==> src/rtl/multi_timer.sv <==
// Multi-channel countdown timer with per-channel one-shot/periodic modes and a one-clock expiry pulse.
// Optional shared prescaler: define TIMER_PRESCALE_EN to advance counting once every PRESCALE clocks.
module multi_timer #(
  parameter int NUM_CH   = 2,
  parameter int WIDTH    = 32,
  parameter int PRESCALE = 1
) (
  input  logic                    clk,
  input  logic                    rst,
  input  logic [NUM_CH-1:0]       en,
  input  logic [NUM_CH*WIDTH-1:0] period,
  input  logic [NUM_CH-1:0]       periodic,
  output logic [NUM_CH-1:0]       timeup,
  output logic [NUM_CH-1:0]       busy
);

  typedef enum logic [1:0] {
    IDLE = 2'd0,
    RUN  = 2'd1,
    DONE = 2'd2
  } state_t;

  state_t           state [NUM_CH];
  logic [WIDTH-1:0] cnt   [NUM_CH];
  logic [WIDTH-1:0] preg  [NUM_CH];
  logic             tick;

  if (NUM_CH < 1 || WIDTH < 1 || PRESCALE < 1) begin : g_bad_cfg
    $error("multi_timer: NUM_CH, WIDTH and PRESCALE must all be >= 1");
  end

`ifdef TIMER_PRESCALE_EN
  localparam int PW = (PRESCALE > 1) ? $clog2(PRESCALE) : 1;
  localparam logic [PW-1:0] PSC_LAST = PW'(PRESCALE - 1);

  logic [PW-1:0] psc;

  always_ff @(posedge clk) begin
    if (rst) begin
      psc <= '0;
    end else if (psc == PSC_LAST) begin
      psc <= '0;
    end else begin
      psc <= psc + 1'b1;
    end
  end

  assign tick = (psc == PSC_LAST);
`else
  assign tick = 1'b1;
`endif

  always_ff @(posedge clk) begin
    if (rst) begin
      timeup <= '0;
      busy   <= '0;
      for (int unsigned i = 0; i < NUM_CH; i++) begin
        state[i] <= IDLE;
        cnt[i]   <= '0;
        preg[i]  <= '0;
      end
    end else begin
      timeup <= '0;
      for (int unsigned i = 0; i < NUM_CH; i++) begin
        case (state[i])
          IDLE: begin
            if (en[i] && (period[i*WIDTH +: WIDTH] != '0)) begin
              preg[i]  <= period[i*WIDTH +: WIDTH];
              cnt[i]   <= '0;
              state[i] <= RUN;
              busy[i]  <= 1'b1;
            end
          end
          RUN: begin
            if (!en[i]) begin
              state[i] <= IDLE;
              cnt[i]   <= '0;
              busy[i]  <= 1'b0;
            end else if (tick) begin
              if (cnt[i] == preg[i] - 1'b1) begin
                timeup[i] <= 1'b1;
                cnt[i]    <= '0;
                if (periodic[i]) begin
                  // A zero period on reload parks the channel rather than counting a bogus length.
                  if (period[i*WIDTH +: WIDTH] != '0) begin
                    preg[i] <= period[i*WIDTH +: WIDTH];
                  end else begin
                    state[i] <= IDLE;
                    busy[i]  <= 1'b0;
                  end
                end else begin
                  state[i] <= DONE;
                  busy[i]  <= 1'b0;
                end
              end else begin
                cnt[i] <= cnt[i] + 1'b1;
              end
            end
          end
          DONE: begin
            if (!en[i]) begin
              state[i] <= IDLE;
            end
          end
          default: begin
            state[i] <= IDLE;
            cnt[i]   <= '0;
            busy[i]  <= 1'b0;
          end
        endcase
      end
    end
  end

endmodule

==> config.mk <==
export PLATFORM = sky130hd
export DESIGN_NAME = multi_timer
export DESIGN_NICKNAME = d
export VERILOG_FILES = /design/src/rtl/multi_timer.sv
export SDC_FILE = /design/constraint.sdc
export NUM_CORES = 1
export LEC_CHECK = 0
export CAP_MARGIN = 20
export CORE_MARGIN = 2
export CORE_UTILIZATION = 25
export CTS_CLUSTER_DIAMETER = 50
export DETAILED_ROUTE_END_ITERATION = 8
export PLACE_DENSITY = 0.44
export RECOVER_POWER = 100
export SKIP_CTS_REPAIR_TIMING = 1
export SLEW_MARGIN = 20
export SYNTH_ARGS = -nofsm -noshare
export SYNTH_HDL_FRONTEND = slang
export SYNTH_SLANG_ARGS = --single-unit
export TNS_END_PERCENT = 10
==> constraint.sdc <==
create_clock -name clk -period 6 [get_ports clk]
set_input_delay 0.6 -clock clk [delete_from_list [all_inputs] [get_ports clk]]
set_output_delay 0.6 -clock clk [all_outputs]
set_load 0.03 [all_outputs]
==> Word level (Yosys, flattened, before mapping) <==
Memory sizes are Yosys's and may differ from the RTL's.
Cells that the tools add are included.
{ "word_totals": {"input_bits": 70, "mem_bits_rw": 132, "regBits": 4, "n_memories": 3} }
{ "memory_table": {"columns": ["memory", "depth", "word_bits", "read_ports", "rd_ports_with_merged_regs", "wr", "line_no", "text"], "rows": [
  ["cnt", 2, 32, 2, 0, 2, "24", "logic [WIDTH-1:0] cnt [NUM_CH];"],
  ["preg", 2, 32, 2, 0, 2, "25", "logic [WIDTH-1:0] preg [NUM_CH];"],
  ["state", 2, 2, 2, 0, 2, "23", "state_t state [NUM_CH];"]
]} }
{ "classes": {"bitwise_logic": 28, "n_eq_ne": 12, "addsub": 4, "muxes": 128, "reduce_logical": 10} }
{ "ops": {"columns": ["op", "n"], "rows": [
  ["$mux 32", 14],
  ["$mux 1", 100],
  ["$add 32x1->32 const B", 2],
  ["$eq 32x32->1", 2],
  ["$reduce_bool 32->1", 2],
  ["$sub 32x1->32 const B", 2],
  ["$or 1x1->1", 26],
  ["$mux 2", 12],
  ["$ne 4x4->1 const B", 2],
  ["$reduce_and 4->1", 2],
  ["$ne 3x3->1 const B", 2],
  ["$pmux 1 s3", 2],
  ["$reduce_or 3->1", 2],
  ["$eq 2x1->1 const B", 2],
  ["$eq 2x2->1 const B", 2],
  ["$logic_not 2->1", 2],
  ["$ne 2x2->1 const B", 2],
  ["$logic_and 1x1->1", 2],
  ["$not 1->1", 2]
]} }

==> Depth between registers and ports, before layout <==
Gate-level depths: netlist of the first run.
{ "logic_depth": {"word_depth": 12, "mapped_depth": 13, "mapped_depth_nobuf": 10} }

==> Worst setup path after synthesis of the first run <==
No wires, ideal clock.
{ "synth_timing": {"kind": "register to register", "startpoint": "memory preg[0][0]", "endpoint": "memory preg[0][0] (enable)", "synth_period_minus_slack_ns": 5.493, "slack_ns": 0.507, "n_path_buf": 1, "path_stages_with_launch": 12, "t_arrival_ns": 5.027, "setup_ns": 0.466, "cell_sequence": "edfxtp_1 > inv_1 > ha_1 > or4b_1 > clkbuf_1 > or4_4 > a211o_1 > nand2_1 > nor2_1 > nor4b_4 > nand4_1 > o21ai_0"} }
{ "synth_lines": {"columns": ["item", "line_no"], "rows": [
  ["start, declared", "25"]
]} }

==> results.toml, run 1 <==
[layout]
drive_gt1_share_pct = 5.613
syn2layout_area_growth_pct = 19.88
most-common-layout-cells = "edfxtp_1 (131), nor2_1 (79), xnor2_1 (74)"
fin_util_pct = 30.24
nFillCells = 3706
antenna_cells = 0
nNetsFinal = 1024
layout_commonest_cell = "edfxtp_1"

[critical_path]
worstReg2RegStart = "preg[1][0]"
cp-start-kind = "flip-flop"
ff2ff_path_depth = 11
crit_type = "reg -> reg"
critPathArrivalTime_ns = 4.96
cp_max_fo = 24
r2r-end = "cnt[1][8]"
max_stage_delay_ns = 1.00
crit_path_top_delay_cell = "clkbuf_1"
cpMostUsedCell = "clkbuf_1"
required_ns = 6.11
crit_path_cell_trace = "inv_1, ha_1, clkbuf_1, nor2b_1, nand3_1, or4_1, a221oi_1, nand4_1, nor4b_4, clkbuf_1, nor3_1"
r2r_setup_slack_ns = 1.15
critPathCaptureType = "flip-flop"

[routing]
drt_iter0_markers = 552
wl_per_cell_um = 17.76
first_pass_iters = 5
drtAntennaViolNets = 0
vias = 6967
drcViolationCount = 0
vias_per_cell = 4.896
wl_um = 25270

[global_routing]
overflow = 0
grt_max_degree = 34
grt_pass1_vias = 6850
grt_pass1_wl_um = 40080
grt_use_total_pct = 14.12
antenna_found_initial = 1

[sta]
skew_ns = 0.01100
final.min_clock_period_ns = 4.849
hold_viol = 0
timing.fmax_mhz = 206.2
setup_viol = 0
fin_crit_sh_pct = 80.82
slew_violations = 66
tns_ns = 0
tightest_slew_ns = 1.984
relSlewSlack_pct = -32.25
rsz0062_at_grt = "false"

[run_status]
outcome = "finished, violations left"
violations = "max-capacitance violations, max-slew violations"

[logic_synthesis]
synth_top_flop_cell = "edfxtp_1"
yosysWarnings = 0
avgSynthCellArea_sq_um = 10.09
yosys-top-cells-area = "edfxtp_1 (44%), xnor2_1 (7.3%), xor2_1 (6.4%)"
syn_nets = 959
synth_top_area_share_pct = 44.05
synth_edf_count = 131
synthArstFlopShare_pct = 0
synth.distinct_cells = 71
ys_ff_latch = 136
synth_cells = 885
syn_area_sq_um = 8930
synth_top_area_cell = "edfxtp_1"
yosysSeqAreaShare_pct = 45.17

[clocking]
cts_tree = "done"
cts_root_buf = "clkbuf_16"
clock_latency_ns = 0.42
clk_path_buf_depth = 2
numCtsBuffers = 17
clock-sinks = 136
clkTransAtPathRegs_ns = 0.06
htreeDepth = 4

[power_and_ir_drop]
powerDensity_nw_per_um2 = 271.9
ir_worst_vdd_v = 0.0002042
leakage_nw = 3.495

[floorplanning]
die_w_um = 193.0
io_pins = 74
fp.dieArea_sq_um = 37250
fp.dieH_um = 193.0
start_util_pct = 25.23
rows = 69
coreArea_sq_um = 35400

[placement]
port_buffers = 73
routabilityCongestion = 0.8490
dpl.hpwl_um = 18650

[min_path]
whs_endpoint = "busy[0]"
min_path_type = "reg -> reg"
whs_path_depth = 2
min-delay-start = "busy[0]"

[job]
maxCapViolCount = 3
## synth_stat cells, types with 7 or more instances
cell type  count
o21ai_0       15
nand3b_1       8
nand4_1       30
xnor2_1       74
clkbuf_1      22
buf_2          8
or3_1          8
nor3_1        64
a21oi_1       12
nand3_1       40
a21boi_2      10
nor4_1        34
nor2_1        79
and4_1         9
nand2_1       38
a21boi_1      22
or4_1          7
nand2b_1      10
inv_1         20
xor2_1        65
nor2b_1       42
and3_1        19
edfxtp_1     131
a31oi_1        8
## power by group
part	leakage (nW)	internal, mW	switching, mW
registers	1.48	1.15	0.136
clock network	0.283	0.704	0.407
logic	1.74	0.234	0.275
total	3.50	2.09	0.819
## state kept, by name, indices dropped and copies added, names as in the netlist
| signal | flops |
|---|---|
| preg | 64 |
| cnt | 64 |
| busy | 2 |
| timeup | 2 |
| state | 4 |
## cell families (layout without fill, tap and decap cells)
group	count (synthesis)	count (layout)	share of synthesized area [%]
compound gates	113	113	9.612
buf+inv	58	135	3.054
xor+xnor	139	139	13.63
mux	8	8	0.9248
simple gates	427	427	27.04
flops	136	136	45.17
fa+ha+maj	4	4	0.5605
## cell type report
cell class / count / area [sq um] / share of cell area, %
sequential: 136 / 4034 / 37.68
timing repair buffer: 84 / 824.5 / 7.702
inverter: 20 / 75.07 / 0.7013
tap: 461 / 576.8 / 5.388
clock inverter: 8 / 147.6 / 1.379
multi-input combinational: 691 / 4589 / 42.87
clock buffer: 23 / 457.9 / 4.278
## metal layers
| layer | GRT usage, % | part of all wire (%) |
|---|---|---|
| met5 | 0 | 0.044 |
| met4 | 4.924 | 2.0 |
| met3 | 2.715 | 5.2 |
| met2 | 20.18 | 42 |
| met1 | 21.06 | 51 |
## worst max-delay path: cells and delay by family (launching register included)
kind / cells / cell delay (ns)
AOI/OAI and AO/OA: 1 / 0.32
adders and majority gates: 1 / 0.14
buffers and inverters: 3 / 1.47
DFF: 1 / 0.50
and+or+nand+nor: 6 / 2.10
## worst max-delay path by stage
stage | from | end | cells past startpoint
after floorplan | preg[0][0] | preg[0][0] | 11
final | preg[1][0] | cnt[1][8] | 11
after CTS | preg[0][15] | preg[1][9] | 9
after global placement | period[20] | preg[1][8] | 9
after detailed placement | period[20] | preg[1][1] | 9
after global routing | preg[0][15] | preg[1][9] | 9
## stage by stage
step | std cells | hold WS (ns) | total power [mW] | instance area, sq um | worst slack (ns)
2_1_floorplan | 885 | 0.5883 | 1.631 | 8930 | 0.5073
3_3_place_gp | 1392 | 0.5661 | 1.827 | 10170 | 1.620
3_5_place_dp | 1392 | 0.5610 | 1.823 | 10170 | 1.641
4_1_cts | 1423 | 0.5678 | 2.950 | 10770 | 1.680
5_1_grt | 1423 | 0.5982 | 3.049 | 10710 | 0.6969
6_report | 1423 | 0.5679 | 2.911 | 10710 | 1.151
Note: power is estimated with default switching activity, not from simulation.
==> inputs of run 2 (changes only) <==
--- a/config.mk
+++ b/config.mk
@@ -10,7 +10,7 @@
 export CORE_UTILIZATION = 25
 export CTS_CLUSTER_DIAMETER = 50
 export DETAILED_ROUTE_END_ITERATION = 8
-export PLACE_DENSITY = 0.44
+export PLACE_DENSITY = 0.45
 export RECOVER_POWER = 100
 export SKIP_CTS_REPAIR_TIMING = 1
 export SLEW_MARGIN = 20
==> constraint.sdc (replaced) <==
create_clock -name clk -period 4.15 [get_ports clk]
set_input_delay 0.415 -clock clk [delete_from_list [all_inputs] [get_ports clk]]
set_output_delay 0.415 -clock clk [all_outputs]
set_load 0.03 [all_outputs]
==> results.toml, run 2 (synthesis gave the netlist of run 1 again) <==
[sta]
relSlewSlack_pct = -31.84
tightest_slew_ns = 1.978
slew_violations = 66
fin_crit_sh_pct = 92.57
tns_ns = 0
timing.fmax_mhz = 260.3
final.min_clock_period_ns = 3.842
rsz0062_at_grt = "false"
skew_ns = 0.01799
hold_viol = 0
setup_viol = 0

[global_routing]
grt_pass1_wl_um = 38720
antenna_found_initial = 4
grt_use_total_pct = 13.77
grt_pass1_vias = 6658
overflow = 0
grt_max_degree = 41

[floorplanning]
io_pins = 74
fp.dieH_um = 193.0
coreArea_sq_um = 35400
rows = 69
start_util_pct = 25.23
die_w_um = 193.0
fp.dieArea_sq_um = 37250

[placement]
dpl.hpwl_um = 18850
routabilityCongestion = 0.8456
dpl_cell_area_sq_um = 10270
port_buffers = 73

[run_status]
violations = "max-capacitance violations, max-slew violations"
outcome = "finished, violations left"

[routing]
drcViolationCount = 0
drt_iter0_markers = 531
drtAntennaViolNets = 0
wl_per_cell_um = 17.38
vias = 6951
vias_per_cell = 4.834
first_pass_iters = 5
wl_um = 25000

[clocking]
clock_latency_ns = 0.44
clkTransAtPathRegs_ns = 0.07
cts_tree = "done"
numCtsBuffers = 17
htreeDepth = 4
clock-sinks = 136
cts_root_buf = "clkbuf_16"
clk_path_buf_depth = 2

[critical_path]
cp-start-kind = "flip-flop"
crit_type = "reg -> reg"
critPathArrivalTime_ns = 4.02
critPathCaptureType = "flip-flop"
required_ns = 4.33
cp_max_fo = 26

[layout]
final_area_sq_um = 10770
nFillCells = 3705
drive_gt1_share_pct = 7.480
nNetsFinal = 1037
syn2layout_area_growth_pct = 20.55
fin_util_pct = 30.41
top_regs = "cnt x64, preg x64, state x4"
layout_commonest_cell = "edfxtp_1"
most-common-layout-cells = "edfxtp_1 (131), nor2_1 (79), xnor2_1 (74)"

[job]
maxCapViolCount = 2

[power_and_ir_drop]
p_sw_mw = 1.229
p_seq_share_pct = 45.2
leakage_nw = 3.548
internal_power_mw = 2.900
powerDensity_nw_per_um2 = 383.6
p_sw_share_pct = 29.76
comb_power_share_pct = 18.1
clockPowerShare_pct = 36.7
ir_worst_vdd_v = 0.0002624

[min_path]
min_path_type = "reg -> reg"
[run 2: layout make-up]
class                      count  area (sq um)  share of cell area (%)
antenna                        1         2.502                 0.02325
clock buffer                  17         425.4                   3.952
clock inverter                15         151.4                   1.406
inverter                      20         75.07                  0.6974
multi-input combinational    691          4582                   42.56
sequential                   136          4034                   37.47
tap                          461         576.8                   5.358
timing repair buffer          97         918.4                   8.531
[run 2: final timing paths]
check | start | to | slack (ns) | depth (start not counted)
max | preg[0][8] | cnt[0][31] | 0.31 | 9
min | busy[0] | busy[0] | 0.53 | 2
max reg2reg | preg[0][8] | cnt[0][31] | 0.31 | 9
min reg2reg | busy[0] | busy[0] | 0.53 | 2
[run 2: critical path: stages (launching register included)]
cell and delay, ns:
edfxtp_1 0.47, or4_1 0.70, nor2_1 0.35, nand4_1 0.21, or3_1 0.36, xnor2_1 0.29
o2111a_1 0.42, a31o_1 0.46, buf_12 0.23, nor2_1 0.06
[run 2: through the flow]
stage | hold WS, ns | cells | total power [mW] | setup WS [ns]
2_1_floorplan | 0.5883 | 885 | 2.357 | 0.1050
3_3_place_gp | 0.5174 | 1405 | 2.659 | 0.4201
3_5_place_dp | 0.5131 | 1405 | 2.653 | 0.3590
4_1_cts | 0.5293 | 1437 | 4.194 | 0.3223
5_1_grt | 0.5552 | 1437 | 4.324 | 0.08410
6_report | 0.5306 | 1438 | 4.129 | 0.3084
[run 2: per-layer routing]
layer / track usage, % / up-vias / share of wire [%]
li1: - / 3456 / -
met5: 0 / - / 0.13
met1: 19.74 / 3295 / 51
met2: 20.47 / 172 / 43
met3: 3.149 / 24 / 5.0
met4: 4.312 / 4 / 1.5
[run 2: power groups by stage]
stage	Sequential [mW]	Combinational (mW)	Clock [mW]
3_5_place_dp	1.89	0.764	0
6_report	1.87	0.747	1.52
4_1_cts	1.86	0.770	1.56
2_1_floorplan	1.81	0.546	0
3_3_place_gp	1.89	0.768	0
5_1_grt	1.89	0.823	1.61
